<file path="config.mk">
export PLATFORM = sky130hd
export DESIGN_NAME = spi_slv
export DESIGN_NICKNAME = d
export VERILOG_FILES = /design/src/rtl/spi_pkg.sv /design/src/rtl/spi_slv_sync.sv /design/src/rtl/spi_slv.sv
export SDC_FILE = /design/constraint.sdc
export NUM_CORES = 1
export LEC_CHECK = 0
export ABC_AREA = 1
export ABC_CLOCK_PERIOD_IN_PS = 2400
export BUFFER_PORTS_ARGS = -buffer_cell sky130_fd_sc_hd__buf_4
export CAP_MARGIN = 20
export CORE_UTILIZATION = 54
export DETAILED_ROUTE_END_ITERATION = 8
export HOLD_SLACK_MARGIN = 0.15
export PLACE_DENSITY = 0.77
export SLEW_MARGIN = 20
export SYNTH_ARGS = -nofsm -noshare
export SYNTH_HDL_FRONTEND = slang
export SYNTH_SLANG_ARGS = --single-unit
</file>
<file path="constraint.sdc">
create_clock -name clk -period 2.4 [get_ports clk]
set_clock_uncertainty 0.15 [all_clocks]
set_input_delay 0.48 -clock clk [delete_from_list [all_inputs] [get_ports clk]]
set_output_delay 0.48 -clock clk [all_outputs]
set_load 0.05 [all_outputs]
</file>
<file path="src/rtl/spi_pkg.sv">
// ============================================================================
// Module      : spi_pkg
// Description : Shared SPI types and helpers (slave state encoding, length
//               decode and frame mask) used by spi_mst and spi_slv.
// Revision    : 1.0 - initial release
// ============================================================================
`default_nettype none

package spi_pkg;

   localparam int SPI_MAX_BITS = 32;

   typedef enum logic [1:0] {
      IDLE  = 2'd0,
      LOAD  = 2'd1,
      SHIFT = 2'd2,
      DONE  = 2'd3
   } spi_slv_st_e;

   // Length field 0 encodes a full 32-bit frame.
   function automatic logic [5:0] spi_nbits(input logic [3:0] len);
      return (len == 4'd0) ? 6'd32 : ({2'b00, len} + 6'd1);
   endfunction

   function automatic logic [SPI_MAX_BITS-1:0] spi_mask(input logic [5:0] nbits);
      return (nbits >= 6'd32) ? {SPI_MAX_BITS{1'b1}}
                              : ((32'd1 << nbits) - 32'd1);
   endfunction

endpackage

`default_nettype wire

</file>
<file path="src/rtl/spi_slv_sync.sv">
// ============================================================================
// Module      : spi_slv_sync
// Description : Synchronises spi_clk / cs_n / mosi into clk and produces
//               leading/trailing edge strobes relative to the idle level.
// Revision    : 1.0 - initial release
// ============================================================================
`default_nettype none

module spi_slv_sync #(
   parameter int SYNC_STG = 2
) (
   input  logic clk,
   input  logic rst_n,
   input  logic spi_clk_i,
   input  logic cs_n_i,
   input  logic mosi_i,
   input  logic ci_i,
   output logic mosi_s_o,
   output logic cs_n_s_o,
   output logic lead_o,
   output logic trail_o
);

   logic [SYNC_STG-1:0] sclk_q;
   logic [SYNC_STG-1:0] cs_q;
   logic [SYNC_STG-1:0] mosi_q;
   logic                sclk_prev_q;
   logic                sclk_s;
   logic                sclk_chg;

   // Chip select resets high so no frame is seen while coming out of reset.
   always_ff @(posedge clk or negedge rst_n) begin
      if (!rst_n) begin
         sclk_q      <= '0;
         cs_q        <= '1;
         mosi_q      <= '0;
         sclk_prev_q <= 1'b0;
      end else begin
         sclk_q      <= {sclk_q[SYNC_STG-2:0], spi_clk_i};
         cs_q        <= {cs_q[SYNC_STG-2:0], cs_n_i};
         mosi_q      <= {mosi_q[SYNC_STG-2:0], mosi_i};
         sclk_prev_q <= sclk_q[SYNC_STG-1];
      end
   end

   assign sclk_s   = sclk_q[SYNC_STG-1];
   assign sclk_chg = sclk_s ^ sclk_prev_q;
   assign lead_o   = sclk_chg & (sclk_s ^ ci_i);
   assign trail_o  = sclk_chg & ~(sclk_s ^ ci_i);
   assign mosi_s_o = mosi_q[SYNC_STG-1];
   assign cs_n_s_o = cs_q[SYNC_STG-1];

endmodule

`default_nettype wire

</file>
<file path="src/rtl/spi_slv.sv">
// ============================================================================
// Module      : spi_slv
// Description : SPI responder with register-style host interface.
//               Optional macro SPI_SLV_ECHO_EN: an underrun frame returns the
//               last received word instead of zeros.
// Revision    : 1.0 - initial release
// ============================================================================
`default_nettype none

module spi_slv
   import spi_pkg::*;
#(
   parameter int SYNC_STG = 2
) (
   input  logic        clk,
   input  logic        rst_n,
   input  logic        spi_clk,
   input  logic        spi_cs_n,
   input  logic        spi_mosi,
   output logic        spi_miso,
   input  logic        r_spi_ci,
   input  logic        r_spi_cp,
   input  logic [3:0]  r_spi_len,
   input  logic [31:0] r_spi_txd,
   input  logic        r_spi_txld,
   output logic        r_spi_txrdy,
   output logic [31:0] r_spi_rxd,
   output logic        r_spi_rxvld,
   output logic        r_spi_ovr,
   output logic        r_spi_udr,
   output logic        r_spi_abrt,
   input  logic        r_spi_clr
);

   spi_slv_st_e            state_q, state_d;
   logic                   abort_d;
   logic                   mosi_s, cs_n_s, lead, trail;
   logic                   sample, launch, last;
   logic                   ci_q, cp_q, armed_q;
   logic [5:0]             nbits_q, bit_cnt_q;
   logic [4:0]             miso_idx;
   logic [SPI_MAX_BITS-1:0] tx_sh_q, rx_sh_q, hold_q, rxd_q, fill;
   logic                   txrdy_q, rxvld_q, pend_q, ovr_q, udr_q, abrt_q;

   spi_slv_sync #(.SYNC_STG(SYNC_STG)) u_sync (
      .clk       (clk),
      .rst_n     (rst_n),
      .spi_clk_i (spi_clk),
      .cs_n_i    (spi_cs_n),
      .mosi_i    (spi_mosi),
      .ci_i      (ci_q),
      .mosi_s_o  (mosi_s),
      .cs_n_s_o  (cs_n_s),
      .lead_o    (lead),
      .trail_o   (trail)
   );

   // With cp=1 the first bit is already on MISO from LOAD, so the first lead
   // (bit_cnt still 0) must not shift it away.
   assign sample = cp_q ? trail : lead;
   assign launch = cp_q ? (lead && (bit_cnt_q != 6'd0)) : trail;
   assign last   = sample && ((bit_cnt_q + 6'd1) == nbits_q);

`ifdef SPI_SLV_ECHO_EN
   assign fill = rxd_q;
`else
   assign fill = '0;
`endif

   always_ff @(posedge clk or negedge rst_n) begin
      if (!rst_n) state_q <= IDLE;
      else        state_q <= state_d;
   end

   always_comb begin
      state_d = state_q;
      abort_d = 1'b0;
      case (state_q)
         IDLE:  if (armed_q && !cs_n_s) state_d = LOAD;
         LOAD:  state_d = SHIFT;
         SHIFT: begin
            if (last) begin
               state_d = DONE;
            end else if (cs_n_s) begin
               state_d = IDLE;
               abort_d = 1'b1;
            end
         end
         DONE:  state_d = IDLE;
         default: state_d = IDLE;
      endcase
   end

   always_ff @(posedge clk or negedge rst_n) begin
      if (!rst_n) begin
         ci_q      <= 1'b0;
         cp_q      <= 1'b0;
         armed_q   <= 1'b0;
         nbits_q   <= 6'd32;
         bit_cnt_q <= '0;
         tx_sh_q   <= '0;
         rx_sh_q   <= '0;
         hold_q    <= '0;
         rxd_q     <= '0;
         txrdy_q   <= 1'b1;
         rxvld_q   <= 1'b0;
         pend_q    <= 1'b0;
         ovr_q     <= 1'b0;
         udr_q     <= 1'b0;
         abrt_q    <= 1'b0;
      end else begin
         rxvld_q <= (state_q == DONE);
         abrt_q  <= abort_d;

         if (cs_n_s)                armed_q <= 1'b1;
         else if (state_q == LOAD)  armed_q <= 1'b0;

         if (r_spi_clr) begin
            pend_q <= 1'b0;
            ovr_q  <= 1'b0;
            udr_q  <= 1'b0;
         end

         if (state_q == LOAD) begin
            ci_q      <= r_spi_ci;
            cp_q      <= r_spi_cp;
            nbits_q   <= spi_nbits(r_spi_len);
            bit_cnt_q <= '0;
            rx_sh_q   <= '0;
            tx_sh_q   <= txrdy_q ? fill : hold_q;
            txrdy_q   <= 1'b1;
            if (txrdy_q) udr_q <= 1'b1;
         end

         if (state_q == SHIFT) begin
            if (sample) begin
               rx_sh_q   <= {rx_sh_q[SPI_MAX_BITS-2:0], mosi_s};
               bit_cnt_q <= bit_cnt_q + 6'd1;
            end
            if (launch) tx_sh_q <= {tx_sh_q[SPI_MAX_BITS-2:0], 1'b0};
         end

         if (state_q == DONE) begin
            rxd_q  <= rx_sh_q & spi_mask(nbits_q);
            pend_q <= 1'b1;
            if (pend_q) ovr_q <= 1'b1;
         end

         // A host load always lands in the holding register, never the shifter.
         if (r_spi_txld) begin
            hold_q  <= r_spi_txd;
            txrdy_q <= 1'b0;
         end
      end
   end

   assign miso_idx    = nbits_q[4:0] - 5'd1;
   assign spi_miso    = ~spi_cs_n & tx_sh_q[miso_idx];
   assign r_spi_txrdy = txrdy_q;
   assign r_spi_rxd   = rxd_q;
   assign r_spi_rxvld = rxvld_q;
   assign r_spi_ovr   = ovr_q;
   assign r_spi_udr   = udr_q;
   assign r_spi_abrt  = abrt_q;

endmodule

`default_nettype wire

</file>
Word-level counts from Yosys, hierarchy flattened
Cells that the tools add are included.
{ "classes": {"n_addsub": 4, "magnitude_cmp": 2, "eq_ne": 6, "n_shift": 1, "muxes": 35, "bitwise_logic": 8, "n_reduce_logical": 11} }
{ "op_table": {"columns": ["operator", "n"], "rows": [
  ["two-way mux 32 bit", 8],
  ["bitwise AND 32 bit", 1],
  ["<< shifter 1 x 6 -> 32 bit (first input constant)", 1],
  ["subtractor 32 x 1 -> 32 bit (second input constant)", 1],
  ["two-way mux 6 bit", 4],
  ["two-way mux 1 bit", 18],
  ["case mux 2 bit (4 select lines)", 1],
  ["adder 6 x 1 -> 6 bit (second input constant)", 1],
  ["equality test 6 bit", 1],
  ["greater-or-equal comparator 6 bit (second input constant)", 1],
  ["< comparator 5 x 6 -> 1 bit (second input constant)", 1],
  ["two-way mux 2 bit", 3],
  ["nonzero test 2 bit", 3],
  ["nonzero test 6 bit", 1],
  ["adder 4 x 1 -> 5 bit (second input constant)", 1],
  ["binary-select mux 1 bit (select 5 bit)", 1],
  ["subtractor 5 x 1 -> 5 bit (second input constant)", 1],
  ["equality test 2 bit (second input constant)", 2],
  ["zero test 4 bit", 1],
  ["bitwise AND 1 bit", 3],
  ["logical AND 1 bit", 3],
  ["!= test 3 x 2 -> 1 bit (second input constant)", 1],
  ["equality test 2 x 1 -> 1 bit (second input constant)", 1],
  ["zero test 2 bit", 1],
  ["5 further kinds", 7]
]} }
{ "totals": {"ff_bits": 158, "inputBits": 45, "output_inout_bits": 38} }

Logic depth before layout (Yosys ltp)
{ "depth": {"depth_word": 7, "mapped_depth": 16, "mapped_depth_nobuf": 14} }

Hierarchy
A second synthesis with hierarchy kept.
{ "hier_totals": {"cells_unflattened": 1062, "hier_area_um2": 8394.3} }
{ "by_module_without_submodules": {"columns": ["module", "instances", "cells_each", "area_per_inst_um2", "seq_area_each_um2"], "rows": [
  ["spi_slv", 1, 1041, 8164.1, 3781.1],
  ["spi_slv_sync", 1, 21, 230.2, 177.7]
]} }

Worst setup path after synthesis
Ideal clock, no wire load.
{ "synth_path": {"path_kind": "reg2out", "from": "reg nbits_q[0]", "to": "out spi_miso", "arrival_time_ns": 2.453, "path_slack_ns": -0.683, "path_stages_with_launch": 12, "cell_sequence": "dfrtp_1 clkbuf_1 inv_1 ha_1 clkbuf_1 inv_1 a21oi_1 o21ai_0 nand3_1 nand3_1 nand3_1 a21oi_1"} }
{ "synth_between": {"elab_chain_cells": 4} }
{ "synth_lines": {"columns": ["item", "line", "text"], "rows": [
  ["start: declaration", "spi_slv.sv:40", "logic [5:0] nbits_q, bit_cnt_q;"],
  ["start signal: assignment", "spi_slv.sv:127", "nbits_q <= spi_nbits(r_spi_len);"],
  ["subtractor 5 x 1 -> 5 bit", "spi_slv.sv:157", "assign miso_idx = nbits_q[4:0] - 5'd1;"],
  ["binary-select mux 1 bit (select 5 bit)", "spi_slv.sv:158", "assign spi_miso = ~spi_cs_n & tx_sh_q[miso_idx];"],
  ["two-way mux 1 bit (implied by the code)", "spi_slv.sv:158", null],
  ["bitwise AND 1 bit", "spi_slv.sv:158", null],
  ["end: declaration", "spi_slv.sv:20", "output logic spi_miso,"]
]} }
No other way between the ends. The select of a mux whose other input is x is not followed.

Worst setup path after layout
Ends and elaborated chain as after synthesis.

==> impl_metrics.ini <==
[timing]
worst_slew_pin_slew_ns = 1.008
fmax_mhz = 366.9
rsz0062_at_grt = yes
slew_headroom = 0.3273
setup_ws_ns = -0.3255
hold_viol = 0
layout_min_cycle_time_ns = 2.725
setup_violations = 1
maxSlewViolCount = 0
period_share = 1.136

[worst_setup_path]
worstPathMaxFanout = 5
cp_top_family = flip-flops
worst_r2r_startpoint = nbits_q[0]
worstSetupStartpointType = register
critPathMaxStageDelay_ns = 0.40
r2r_cells = 13
crit_slowest_cell = dfrtp_2
worstSetupPathType = register to output port
cp_data_required_time_ns = 1.77
worstReg2RegEnd = r_spi_rxd[26]
end_kind = output port
cp_cell_sequence = inv_6, ha_4, buf_6, a21oi_1, o21ai_1, nand3_1, nand3_1, nand3_2, a21oi_4, buf_6
critPathBufInv = 3
r2r_slack_ns = 0.07
crit_arrival_ns = 2.10

[die]
core_um2 = 15200
die_w_um = 127.0
die_h_um = 127.0
fp.dieArea_um2 = 16130
ios = 83
initial_core_util = 0.5551
fp-row-count = 45

[finish]
post-route-util = 0.7102
layout.cells.most_common = nand2_1
num-nets-final = 1289
area_delta_synth_final_pct = 27.95
mostFrequentLayoutCells = 260 x nand2_1, 153 x dfrtp_1, 135 x buf_4
diodes = 0
drive_above_1_share = 0.2366
fill_cells = 1174

[drt]
wl_per_cell_um = 15.30
drc = 0
wl_mm = 21.96
drtIter0Drc = 565
drtAntennaViolNets = 0
vias_per_cell = 5.470
dr.pass1.iters = 5
vias = 7849

[clock_tree]
clk_path_buf_depth = 2
cts_num_sinks = 158
numCtsBuffers = 17
clk-insertion-delay-late_ns = 0.43
cts_tree = yes
htreeDepth = 4
cts-root-buf = clkbuf_16
worst_setup_hold_path_clk_slew_ns = 0.06

[synthesis]
async_flop_share = 1.000
synth_cell_types = 32
syn_inst = 1085
syn_avg_cell_area_um2 = 7.777
synth_nets = 1140
ys.flop_type = dfrtp_1
yosys_warnings = 0
seq_area_frac_synth = 0.4692
synth.cell_area_um2 = 8438
synth_enable_flop_cells = 0
ys_seq_elements = 158

[min_path]
holdPathStages = 2
hold_class = input pin to register
hold_end = hold_q[22]
min_from = r_spi_txd[22]

[placement]
gp_congestion = 0.9694
dp_hpwl_mm = 14.47
port_buffers = 82
preCtsSetupSlack_ns = -0.07608

[power_and_ir_drop]
leakage_nw = 5.444
power.total_mw = 12.79
ir_worst_vdd_mv = 0.8987
p_per_area_nw_per_um2 = 1184

[grt]
grt_use_total = 0.2845
grt_pass1_vias = 7600
grt_overflow_total = 0
grt_pass1_wl_mm = 36.05
grt_start_max_net_pins = 55
antenna_found_initial = 0

[run_status]
violations = setup timing
status = finished, violations left

[job]
max_cap_viol_count = 0
==> layout make-up <==
| cell class | instances | area [um^2] | area share |
|---|---|---|---|
| multi-input combinational | 742 | 3978 | 0.3684 |
| sequential | 158 | 3960 | 0.3668 |
| timing repair buffer | 183 | 1531 | 0.1418 |
| inverter | 132 | 505.5 | 0.04682 |
| clock buffer | 18 | 429.2 | 0.03975 |
| tap | 188 | 235.2 | 0.02179 |
| clock inverter | 14 | 157.7 | 0.01460 |
==> layer usage <==
| metal | vias up | wire [um] | global-route usage | share of wire |
|---|---|---|---|---|
| li1 | 3829 | - | - | - |
| met1 | 3731 | 9390 | 0.3571 | 0.43 |
| met2 | 239 | 11030 | 0.4935 | 0.50 |
| met3 | 50 | 891 | 0.04188 | 0.041 |
| met4 | 0 | 646 | 0.1190 | 0.029 |
| met5 | - | 0 | 0 | 0 |
==> kinds of logic after synthesis <==
group | count (synthesis) | synth area share
multiplexers | 30 | 0.04004
flip-flops | 158 | 0.4692
AO/OA/AOI/OAI | 175 | 0.1133
AND/OR/NAND/NOR | 519 | 0.2657
adder cells (fa/ha/maj) | 10 | 0.01483
buffers and inverters | 185 | 0.08867
XOR/XNOR | 8 | 0.008304
==> timing repair <==
item	CTS	global route
pin swaps	9	23
hold endpoints to repair	197	0
hold buffers	39	0
gates resized for setup	22	58
endpoints found under the setup margin	1	21
buffers inserted	4	4
==> worst register-to-register path: stages (launching register included) <==
cell      delay (ns)
dfrtp_2         0.43
buf_4           0.16
buf_4           0.15
ha_2            0.21
buf_4           0.17
nand3_2         0.10
buf_4           0.11
nand2_1         0.04
nor2_1          0.17
nand2_1         0.16
nor2_2          0.16
nand3b_1        0.08
nand3_1         0.09
nand2_1         0.05
==> cells in the mapped netlist, types with 5 or more instances <==
cell	instances	area (um^2)
a21oi_1	19	95.09
buf_2	10	50.05
buf_6	5	56.30
clkbuf_1	34	127.6
dfrtp_1	154	3854
ha_1	10	125.1
inv_1	128	480.5
mux2_2	30	337.8
nand2_1	276	1036
nand3_1	111	555.5
nand3b_1	10	75.07
nor2_1	89	334.1
nor2_2	11	68.82
nor3_1	6	30.03
o211ai_1	7	52.55
o21ai_0	97	485.5
o21ai_1	6	30.03
o22ai_1	42	262.8
xor2_1	6	52.55
==> worst max-delay path by stage <==
stage | cells past startpoint | slack (ns) | endpoint | from
2_1_floorplan | 11 | 0.007 | spi_miso | nbits_q[0]
3_3_place_gp | 9 | 0.001 | spi_miso | nbits_q[0]
3_5_place_dp | 9 | -0.08 | spi_miso | nbits_q[0]
4_1_cts | 10 | -0.32 | spi_miso | nbits_q[0]
5_1_grt | 10 | -0.40 | spi_miso | nbits_q[0]
6_report | 10 | -0.33 | spi_miso | nbits_q[0]
==> sequential cells by signal, summed over array words and instances (netlist names), 6 cells and up <==
| signal | flops |
|---|---|
| tx_sh_q | 32 |
| r_spi_rxd | 32 |
| nbits_q | 6 |
| bit_cnt_q | 6 |
| hold_q | 32 |
| rx_sh_q | 32 |
==> power by group <==
part	switching, mW	total (mW)	internal (mW)
Sequential	0.298	3.44	3.14
Combinational	4.25	6.66	2.41
Clock	1.15	2.69	1.54
==> stage by stage <==
step / hold WS [ns] / area (um^2) / TNS, ns / cells
2_1_floorplan: 0.03441 / 8492 / 0 / 1085
3_3_place_gp: 0.1823 / 9519 / 0 / 1356
4_1_cts: 0.1504 / 10570 / -0.3209 / 1431
3_5_place_dp: 0.1847 / 9519 / -0.07608 / 1356
6_report: 0.1597 / 10800 / -0.3255 / 1435
5_1_grt: 0.1543 / 10800 / -0.5295 / 1435
No activity file was read; power rests on OpenSTA's default activity.
